[src/rtl/tick_sched_pkg.sv]
// tick_sched_pkg: shared channel state type, default width and select-width helper (TICK_SCHED_AUTORELOAD_EN-aware design)
package tick_sched_pkg;
  typedef enum logic [1:0] {IDLE, RUN, FIRE} chan_state_t;
  localparam int DEF_CW = 16;
  function automatic int sel_w(input int n);
    return (n > 1) ? $clog2(n) : 1;
  endfunction
endpackage

[src/rtl/tick_sched_chan.sv]
// tick_sched_chan: one countdown channel counting in ticks; TICK_SCHED_AUTORELOAD_EN adds periodic reload
module tick_sched_chan
  import tick_sched_pkg::*;
#(
  parameter int CW = DEF_CW
) (
  input  logic          clk,
  input  logic          rst_n,
  input  logic          tick,
  input  logic          start,
  input  logic          cancel,
`ifdef TICK_SCHED_AUTORELOAD_EN
  input  logic          periodic,
`endif
  input  logic [CW-1:0] dur,
  output logic          busy,
  output logic          expire,
  output logic [CW-1:0] remaining
);
  chan_state_t state, nstate;
  logic [CW-1:0] nrem;
`ifdef TICK_SCHED_AUTORELOAD_EN
  logic per;
  logic [CW-1:0] ldur;
`endif
  // next state: cancel beats start, start beats countdown and the FIRE exit
  always_comb begin
    nstate = state;
    nrem = remaining;
    if (cancel) begin
      nstate = IDLE;
      nrem = '0;
    end else if (start) begin
      nstate = (dur == '0) ? FIRE : RUN;
      nrem = dur;
    end else if (state == RUN && tick) begin
      nstate = (remaining == CW'(1)) ? FIRE : RUN;
      nrem = remaining - CW'(1);
    end else if (state == FIRE) begin
`ifdef TICK_SCHED_AUTORELOAD_EN
      nstate = per ? ((ldur == '0) ? FIRE : RUN) : IDLE;
      nrem = per ? ldur : '0;
`else
      nstate = IDLE;
      nrem = '0;
`endif
    end
  end
  // state, counter and decoded outputs all registered together
  always_ff @(posedge clk) begin
    if (!rst_n) begin
      state <= IDLE;
      remaining <= '0;
      busy <= 1'b0;
      expire <= 1'b0;
    end else begin
      state <= nstate;
      remaining <= nrem;
      busy <= nstate == RUN;
      expire <= nstate == FIRE;
    end
  end
`ifdef TICK_SCHED_AUTORELOAD_EN
  // periodic flag and reload value latched at start, dropped on cancel
  always_ff @(posedge clk) begin
    if (!rst_n || cancel) begin
      per <= 1'b0;
      ldur <= '0;
    end else if (start) begin
      per <= periodic;
      ldur <= dur;
    end
  end
`endif
endmodule

[src/rtl/tick_scheduler.sv]
// tick_scheduler: free-running tick prescaler plus NCH countdown channels; TICK_SCHED_AUTORELOAD_EN adds periodic input
module tick_scheduler
  import tick_sched_pkg::*;
#(
  parameter int NCH = 4,
  parameter int TICK_DIV = 1_000_000,
  parameter int CW = DEF_CW
) (
  input  logic                   clk,
  input  logic                   rst_n,
  input  logic [NCH-1:0]         start,
  input  logic [NCH-1:0]         cancel,
`ifdef TICK_SCHED_AUTORELOAD_EN
  input  logic [NCH-1:0]         periodic,
`endif
  input  logic [NCH*CW-1:0]      dur,
  output logic [NCH-1:0]         busy,
  output logic [NCH-1:0]         expire,
  output logic                   tick,
  input  logic [sel_w(NCH)-1:0]  rd_sel,
  output logic [CW-1:0]          rd_remaining
);
  localparam int SW = sel_w(NCH);
  localparam int PW = $clog2(TICK_DIV);
  logic [PW-1:0] pcnt;
  logic [CW-1:0] rem [2**SW];
  // prescaler: tick registered on the wrap so it lands TICK_DIV cycles after reset release
  always_ff @(posedge clk) begin
    if (!rst_n) begin
      pcnt <= '0;
      tick <= 1'b0;
    end else begin
      tick <= pcnt == PW'(TICK_DIV - 1);
      pcnt <= (pcnt == PW'(TICK_DIV - 1)) ? '0 : pcnt + PW'(1);
    end
  end
  for (genvar i = 0; i < 2**SW; i++) begin : g_ch
    if (i < NCH) begin : g_on
      tick_sched_chan #(.CW(CW)) u_chan (
        .clk(clk),
        .rst_n(rst_n),
        .tick(tick),
        .start(start[i]),
        .cancel(cancel[i]),
`ifdef TICK_SCHED_AUTORELOAD_EN
        .periodic(periodic[i]),
`endif
        .dur(dur[i*CW +: CW]),
        .busy(busy[i]),
        .expire(expire[i]),
        .remaining(rem[i])
      );
    end else begin : g_off
      assign rem[i] = '0;
    end
  end
  assign rd_remaining = rem[rd_sel];
endmodule

[config.mk]
export PLATFORM = sky130hd
export DESIGN_NAME = tick_scheduler
export DESIGN_NICKNAME = d
export VERILOG_FILES = /design/src/rtl/tick_sched_pkg.sv /design/src/rtl/tick_sched_chan.sv /design/src/rtl/tick_scheduler.sv
export SDC_FILE = /design/constraint.sdc
export NUM_CORES = 1
export LEC_CHECK = 0
export CORE_MARGIN = 3
export CORE_UTILIZATION = 50
export CTS_BUF_LIST = sky130_fd_sc_hd__clkbuf_4 sky130_fd_sc_hd__clkbuf_8 sky130_fd_sc_hd__clkbuf_16
export DETAILED_ROUTE_END_ITERATION = 12
export MAX_ROUTING_LAYER = met4
export PLACE_DENSITY_LB_ADDON = 0.15
export SLEW_MARGIN = 15
export SYNTH_ARGS = -nofsm -noshare
export SYNTH_HDL_FRONTEND = slang
export SYNTH_HIERARCHICAL = 1
export SYNTH_SLANG_ARGS = --single-unit
[constraint.sdc]
create_clock -name clk -period 2.3 [get_ports clk]
set_clock_uncertainty 0.1 [all_clocks]
set_input_delay 0.46 -clock clk [delete_from_list [all_inputs] [get_ports clk]]
set_output_delay 0.46 -clock clk [all_outputs]
set_load 0.1 [all_outputs]
=== Yosys cells after proc, flatten, opt, wreduce, memory -nomap -nowiden ===
Index checks and enable logic that the tools add are counted.

* Bits in registers: 101
* Input port bits: 76
* Output and inout port bits: 25
* Logic and storage cells: 103

* Add/sub/neg operators: 5
* $lt $le $gt $ge: 1
* Equal/unequal tests: 21
* Multiplexer cells: 39
* Bitwise gates (word level): 2
* Reductions and logical operators: 17

{| class="wikitable"
|+ Operator list
! cell !! count
|-
| $mux W16 || 14
|-
| $eq A16 B1 Y1 const B || 4
|-
| $logic_not A16 Y1 || 4
|-
| $sub A16 B1 Y16 const B || 4
|-
| $mux W2 || 24
|-
| $bmux W16 S2 || 1
|-
| $add A20 B1 Y20 const B || 1
|-
| $eq A20 B20 Y1 const B || 1
|-
| $eq A2 B1 Y1 const B || 8
|-
| $eq A2 B2 Y1 const B || 8
|-
| $reduce_bool A3 Y1 || 4
|-
| $reduce_or A2 Y1 || 5
|-
| $logic_and A1 B1 Y1 || 4
|-
| $ge A3 B3 Y1 const B || 1
|-
| $not A2 Y3 || 1
|-
| $not A1 Y1 || 1
|}

=== Longest topological paths before layout ===
* Depth after elaboration: 6
* Mapped depth: 7
* Depth with buffers taken out: 6

=== By module ===
The synthesis kept the hierarchy.

{| class="wikitable"
|+ Modules (own cells, without submodules)
! module !! instances !! cells each !! area each (um^2) !! sequential area each (um^2)
|-
| tick_sched_chan || 4 || 154 || 1223.7 || 400.4
|-
| tick_scheduler || 1 || 123 || 1325.0 || 420.4
|}

=== Worst setup path before layout ===
No wires, ideal clock.

* Kind: reg2reg
* Start: register tick
* End: register g_ch[0].g_on.u_chan.remaining[13]
* Data arrival time: 2287 ps
* Data required time: 2141 ps
* Slack: -146 ps
* Stages on the path, launching flop included: 6
* Buffers on the path: 1
* Clock period less this slack: 2446 ps
* Path through: dfxtp_1 nor4bb_1 clkbuf_1 nand2_1 o31ai_1 a31o_1

* Cells in the longest elaborated chain, start to end: 3

{| class="wikitable"
|+ Ends and longest elaborated chain
! what !! RTL line !! RTL
|-
| start: declaration || tick_scheduler.sv:19 || <nowiki>output logic tick,</nowiki>
|-
| start signal: assignment || tick_scheduler.sv:33 || <nowiki>tick <= pcnt == PW'(TICK_DIV - 1);</nowiki>
|-
| $logic_and A1 B1 Y1 (*) || tick_sched_chan.sv:36 || <nowiki>end else if (state == RUN && tick) begin</nowiki>
|-
| $mux W16 || tick_sched_chan.sv:36 ||
|-
| $mux W16 || tick_sched_chan.sv:33 || <nowiki>end else if (start) begin</nowiki>
|-
| end signal: assignment || tick_sched_chan.sv:58 || <nowiki>remaining <= nrem;</nowiki>
|-
| end: declaration || tick_sched_chan.sv:18 || <nowiki>output logic [CW-1:0] remaining</nowiki>
|}

Every way passes the cells marked *; elsewhere a longest branch is shown, timed or not.
A chain may end at the register's enable or synchronous reset.

=== Worst setup path in the final report ===
* Start: input port rd_sel[1]
* End: output port rd_remaining[4]

* Cells in the longest elaborated chain, start to end: 4

{| class="wikitable"
|+ Ends and longest elaborated chain
! what !! RTL line !! RTL
|-
| start: declaration || tick_scheduler.sv:20 || <nowiki>input logic [sel_w(NCH)-1:0] rd_sel,</nowiki>
|-
| $not A2 Y3 (not written as such) || tick_scheduler.sv:57 || <nowiki>assign rd_remaining = rem[rd_sel];</nowiki>
|-
| $bmux W16 S2 || tick_scheduler.sv:57 ||
|-
| $mux W16 (not written as such) (2 in series) || tick_scheduler.sv:57 ||
|-
| end: declaration || tick_scheduler.sv:21 || <nowiki>output logic [CW-1:0] rd_remaining</nowiki>
|}

Every way passes these cells. The select of a mux whose other input is x is not followed.

==> results.env <==
PLACEMENT.CELL_AREA_UM2=7894
SYNTH_COMPOUND_AREA_SHARE_PCT=22.31
WORST_IR_DROP_VDD_uV=452.4
TIMING.CRITICAL_PATH.REQUIRED_PS=1740
CTS_HOLD_BUF=0
HOLDPATHEND='pcnt[0]'
SYNTHXORXNORAREAFRAC_PCT=3.239
WORST_R2R_PATH_DEPTH=7
SYN_AREA_UM2=6220
POSTLAYOUTCOREUTIL_PCT=68.13
YOSYS.AREA.TOP_TYPE_SHARE_PCT=32.51
CRITICAL_PATH.REG2REG.ENDPOINT='g_ch[0].g_on.u_chan/remaining[8]'
SETUP_REPAIR_AFTER_GLOBAL_ROUTING_MISSED_ITS_MARGIN='false'
MIN_PERIOD_OVER_PERIOD_PCT=97.46
SYNTH_FLOP_CELL='sky130_fd_sc_hd__dfxtp_1'
POWER_PER_CELL_AREA_nW_PER_UM2=535.1
CLOCK_SINKS=101
FIN_SETUP_TNS_PS=0
SYN_NETS=824
HOLD-WORST-SLACK_PS=388.2
VIAS=6697
SWSHARE_PCT=30.74
SYN2LAYOUT_AREA_GROWTH_PCT=32.13
SHARE_CLK_OF_TOTAL_POWER_PCT=34.3
DIE_W_UM=117.5
CRITICAL_PATH.STARTPOINT_TYPE='input port'
VIAS_PER_CELL=6.433
FLOORPLAN_CORE_AREA_UM2=12060
DRT.ANTENNA.VIOLATING_NETS=0
GRT_UTIL_ALL_LAYERS_PCT=30.10
RUN_STATUS='finished clean'
CTS-ROOT-TO-SINK-BUFFERS=2
REG2REG_SETUP_SLACK_PS=180
DIE-AREA_UM2=13810
FINAL_HOLD_VIOL_COUNT=0
HOLDCRITPATHCLASS='reg -> reg'
CELL_INTERNAL_PWR_mW=3.046
DPL.HPWL_UM=15610
WL_PER_CELL_UM=19.75
DRIVE_ABOVE_1_SHARE_PCT=17.41
GRT_START_MAX_NET_PINS=19
SYNTH_FA_HA_AREA_SHARE_PCT=1.811
HTREEDEPTH=3
SYN-MEAN-INSTANCE-AREA_UM2=8.416
LAYOUT.FILLER_CELLS=972
SETUP_VIOL=0
FP-ROW-COUNT=40
SYNTHESIS.INSTANCES=739
MUXSHAREOFSYNTHAREA_PCT=6.115
WORST_SKEW_PAIR.LATE_LATENCY_PS=360
POST_SYNTH_AND_OR_NAND_NOR_AREA_FRACTION_PCT=29.21
GR-TOTAL-OVERFLOW=0
NUMBER_OF_INSERTED_DIODES=0
CRITPATHMAXFANOUT=16
CTSROOTBUFFERMASTER='sky130_fd_sc_hd__clkbuf_16'
RR_STARTPOINT='g_ch[0].g_on.u_chan/remaining[0]'
NUM_IO_PINS=101
MIN_FROM='pcnt[0]'
CLK_PIN_SLEW_WORST_PATHS_PS=70
GRT_FIRST_PASS_WIRELENGTH_UM=33300
NETS=953
SYNTH.FF_LATCH_COUNT=101
NUMBER_OF_ENABLE_FLIP_FLOP_CELLS_AFTER_SYNTHESIS=0
TIMING.HOLD.WORST_PATH_DEPTH=1
FIN_CELLS=1041
NET-SWITCHING-POWER_mW=1.351
TIMING.CRITICAL_PATH.TO_TYPE='primary output'
PWR-SHARE-SEQ_PCT=42.7
CRITICAL_PATH_ARRIVAL_PS=1680
POST-PLACE-CELLS=1024
INITIAL_CORE_UTIL_PCT=51.57
PINS_OVER_THEIR_SLEW_LIMIT=0
MAX_CAP_VIOL_COUNT=0
CTS_TREE='built'
FMAXACHIEVABLE_GHz=0.4461
SYNTH-ASYNC-RESET-RATIO_PCT=0
SYNTH_TOP_FAMILY_BY_AREA='simple AND/OR/NAND/NOR gates'
FIRST_GLOBAL_VIAS=6556
CTS_INSERTED_BUFFERS=9
POWER.SHARE.COMBINATIONAL_PCT=23.0
CHIPHEIGHT_UM=117.5
SYNTH.TOP_CELLS.BY_AREA='sky130_fd_sc_hd__dfxtp_1 (33%), sky130_fd_sc_hd__nor4_1 (6.0%), sky130_fd_sc_hd__mux4_2 (5.8%), sky130_fd_sc_hd__a21oi_1 (3.1%), sky130_fd_sc_hd__nor3_1 (3.0%)'
CRITICAL_PATH_STARTPOINT='rd_sel[1]'
WL_UM=20560
CTS_SETUP_BUFFERS=0
LAYOUT.CELL_AREA.NON_FILLER_UM2=8218
FINAL.MIN_CLOCK_PERIOD_PS=2242
TIGHTEST_SLEW_PS=588.2
SYNTH.YOSYS.WARNINGS=6
IO_BUFFER_COUNT=100
DR.PASS1.ITERS=5
FIRST_ITER_VIOLATIONS=637
ANTENNA_VIOLATIONS_BEFORE_REPAIR=0
SYNTH_LARGEST_AREA_CELL='sky130_fd_sc_hd__dfxtp_1'
DRC_ERRORS=0
SLEW_HEADROOM_PCT=60.58
GP_CONGESTION=0.9588
YS_TYPES=57
TIMING.SETUP.CRITICAL_PATH_CLASS='in -> out'
POWER.LEAKAGE_nW=2.924
SEQ_AREA_FRAC_SYNTH_PCT=32.51
## power groups by stage
stage | Sequential, mW | Clock [mW] | Combinational, mW
2_1_floorplan | 1.93 | 0 | 0.545
3_3_place_gp | 1.91 | 0 | 0.973
3_5_place_dp | 1.91 | 0 | 0.989
4_1_cts | 1.87 | 1.53 | 1.00
5_1_grt | 1.88 | 1.60 | 1.08
6_report | 1.88 | 1.51 | 1.01
## worst max-delay path: stages
cell and delay, ps:
sky130_fd_sc_hd__clkdlybuf4s50_1 510, sky130_fd_sc_hd__buf_12 160, sky130_fd_sc_hd__mux4_2 350, sky130_fd_sc_hd__buf_12 190
## metal layers
metal	vias to the layer above	share of wire, %	global-route usage [%]
li1	3146	-	-
met1	3204	41	36.04
met2	306	48	48.45
met3	41	7.9	8.073
met4	0	3.4	12.16
met5	-	0	-
## synth_stat cells, types with 5 or more instances
master                     number
sky130_fd_sc_hd__ha_1           9
sky130_fd_sc_hd__a22oi_1       24
sky130_fd_sc_hd__nand4_1       10
sky130_fd_sc_hd__nand2b_1      12
sky130_fd_sc_hd__nand3_1       17
sky130_fd_sc_hd__nand2_1       48
sky130_fd_sc_hd__dfxtp_1      101
sky130_fd_sc_hd__or3_1         13
sky130_fd_sc_hd__and3_1         5
sky130_fd_sc_hd__nor4_1        60
sky130_fd_sc_hd__xnor2_1       18
sky130_fd_sc_hd__nor2_1        46
sky130_fd_sc_hd__inv_1         32
sky130_fd_sc_hd__nor2b_1        9
sky130_fd_sc_hd__mux4_2        16
sky130_fd_sc_hd__a31oi_1       16
sky130_fd_sc_hd__or4_4          5
sky130_fd_sc_hd__a221oi_1       8
sky130_fd_sc_hd__o22ai_1       12
sky130_fd_sc_hd__o21ai_0       30
sky130_fd_sc_hd__nor3_1        37
sky130_fd_sc_hd__o41ai_1        8
sky130_fd_sc_hd__xor2_1         5
sky130_fd_sc_hd__a21oi_1       38
sky130_fd_sc_hd__clkbuf_1      42
sky130_fd_sc_hd__o31a_2         8
sky130_fd_sc_hd__a22o_1         8
sky130_fd_sc_hd__a221o_1        8
## flip-flops by register name (all words and copies together), names as in the netlist
name / flops
g_ch.g_on.u_chan/remaining: 64
pcnt: 20
g_ch.g_on.u_chan/state: 8
g_ch.g_on.u_chan/busy: 4
g_ch.g_on.u_chan/expire: 4
tick: 1
## cells in the final DEF, fill, tap and decap left out, types with 17 or more instances in the layout
master / instances
sky130_fd_sc_hd__clkdlybuf4s50_1: 74
sky130_fd_sc_hd__buf_12: 19
sky130_fd_sc_hd__inv_1: 32
sky130_fd_sc_hd__a22oi_1: 24
sky130_fd_sc_hd__o21ai_0: 30
sky130_fd_sc_hd__nand2_1: 48
sky130_fd_sc_hd__nand3_1: 17
sky130_fd_sc_hd__a21oi_1: 38
sky130_fd_sc_hd__xnor2_1: 18
sky130_fd_sc_hd__nor4_1: 59
sky130_fd_sc_hd__nor3_1: 37
sky130_fd_sc_hd__buf_4: 68
sky130_fd_sc_hd__nor2_1: 46
sky130_fd_sc_hd__dfxtp_1: 100
## final cells by class
cell class / count / area [µm²] / share of cell area, %
Clock buffer: 11 / 246.5 / 2.999
Sequential cell: 101 / 2023 / 24.62
Multi-Input combinational cell: 561 / 3905 / 47.52
Timing Repair Buffer: 163 / 1670 / 20.33
Inverter: 32 / 120.1 / 1.462
Tap cell: 168 / 210.2 / 2.558
Clock inverter: 5 / 42.54 / 0.5177
## per-stage QoR
step	setup WS (ps)	total power, mW
global route	14.42	4.562
CTS	17.11	4.407
detailed placement	-183.7	2.903
finish	58.37	4.397
floorplan	43.71	2.472
global placement	-156.5	2.886
## cell families (layout without fill, tap and decap cells)
family                     after synthesis  count (layout)
buffers and inverters                   77             211
DFF                                    101             101
xor gates and xnor gates                23              23
AOI/OAI and AO/OA                      197             197
muxes                                   18              18
and+or+nand+nor                        314             314
adders and majority gates                9               9
## worst max-delay path by stage
stage	cells after the start	slack, ps	end
final	4	60	rd_remaining[4]
after global routing	6	10	g_ch[0].g_on.u_chan/remaining[15]
after CTS	4	20	rd_remaining[11]
after detailed placement	4	-180	rd_remaining[4]
after global placement	4	-160	rd_remaining[9]
after floorplan	3	40	rd_remaining[10]
## repair_timing
action                     CTS  global route
resized for setup            3             2
pin swaps                    0             0
cloned                       1             0
setup endpoints to repair   16             7
No activity file was read; power rests on OpenSTA's default activity.
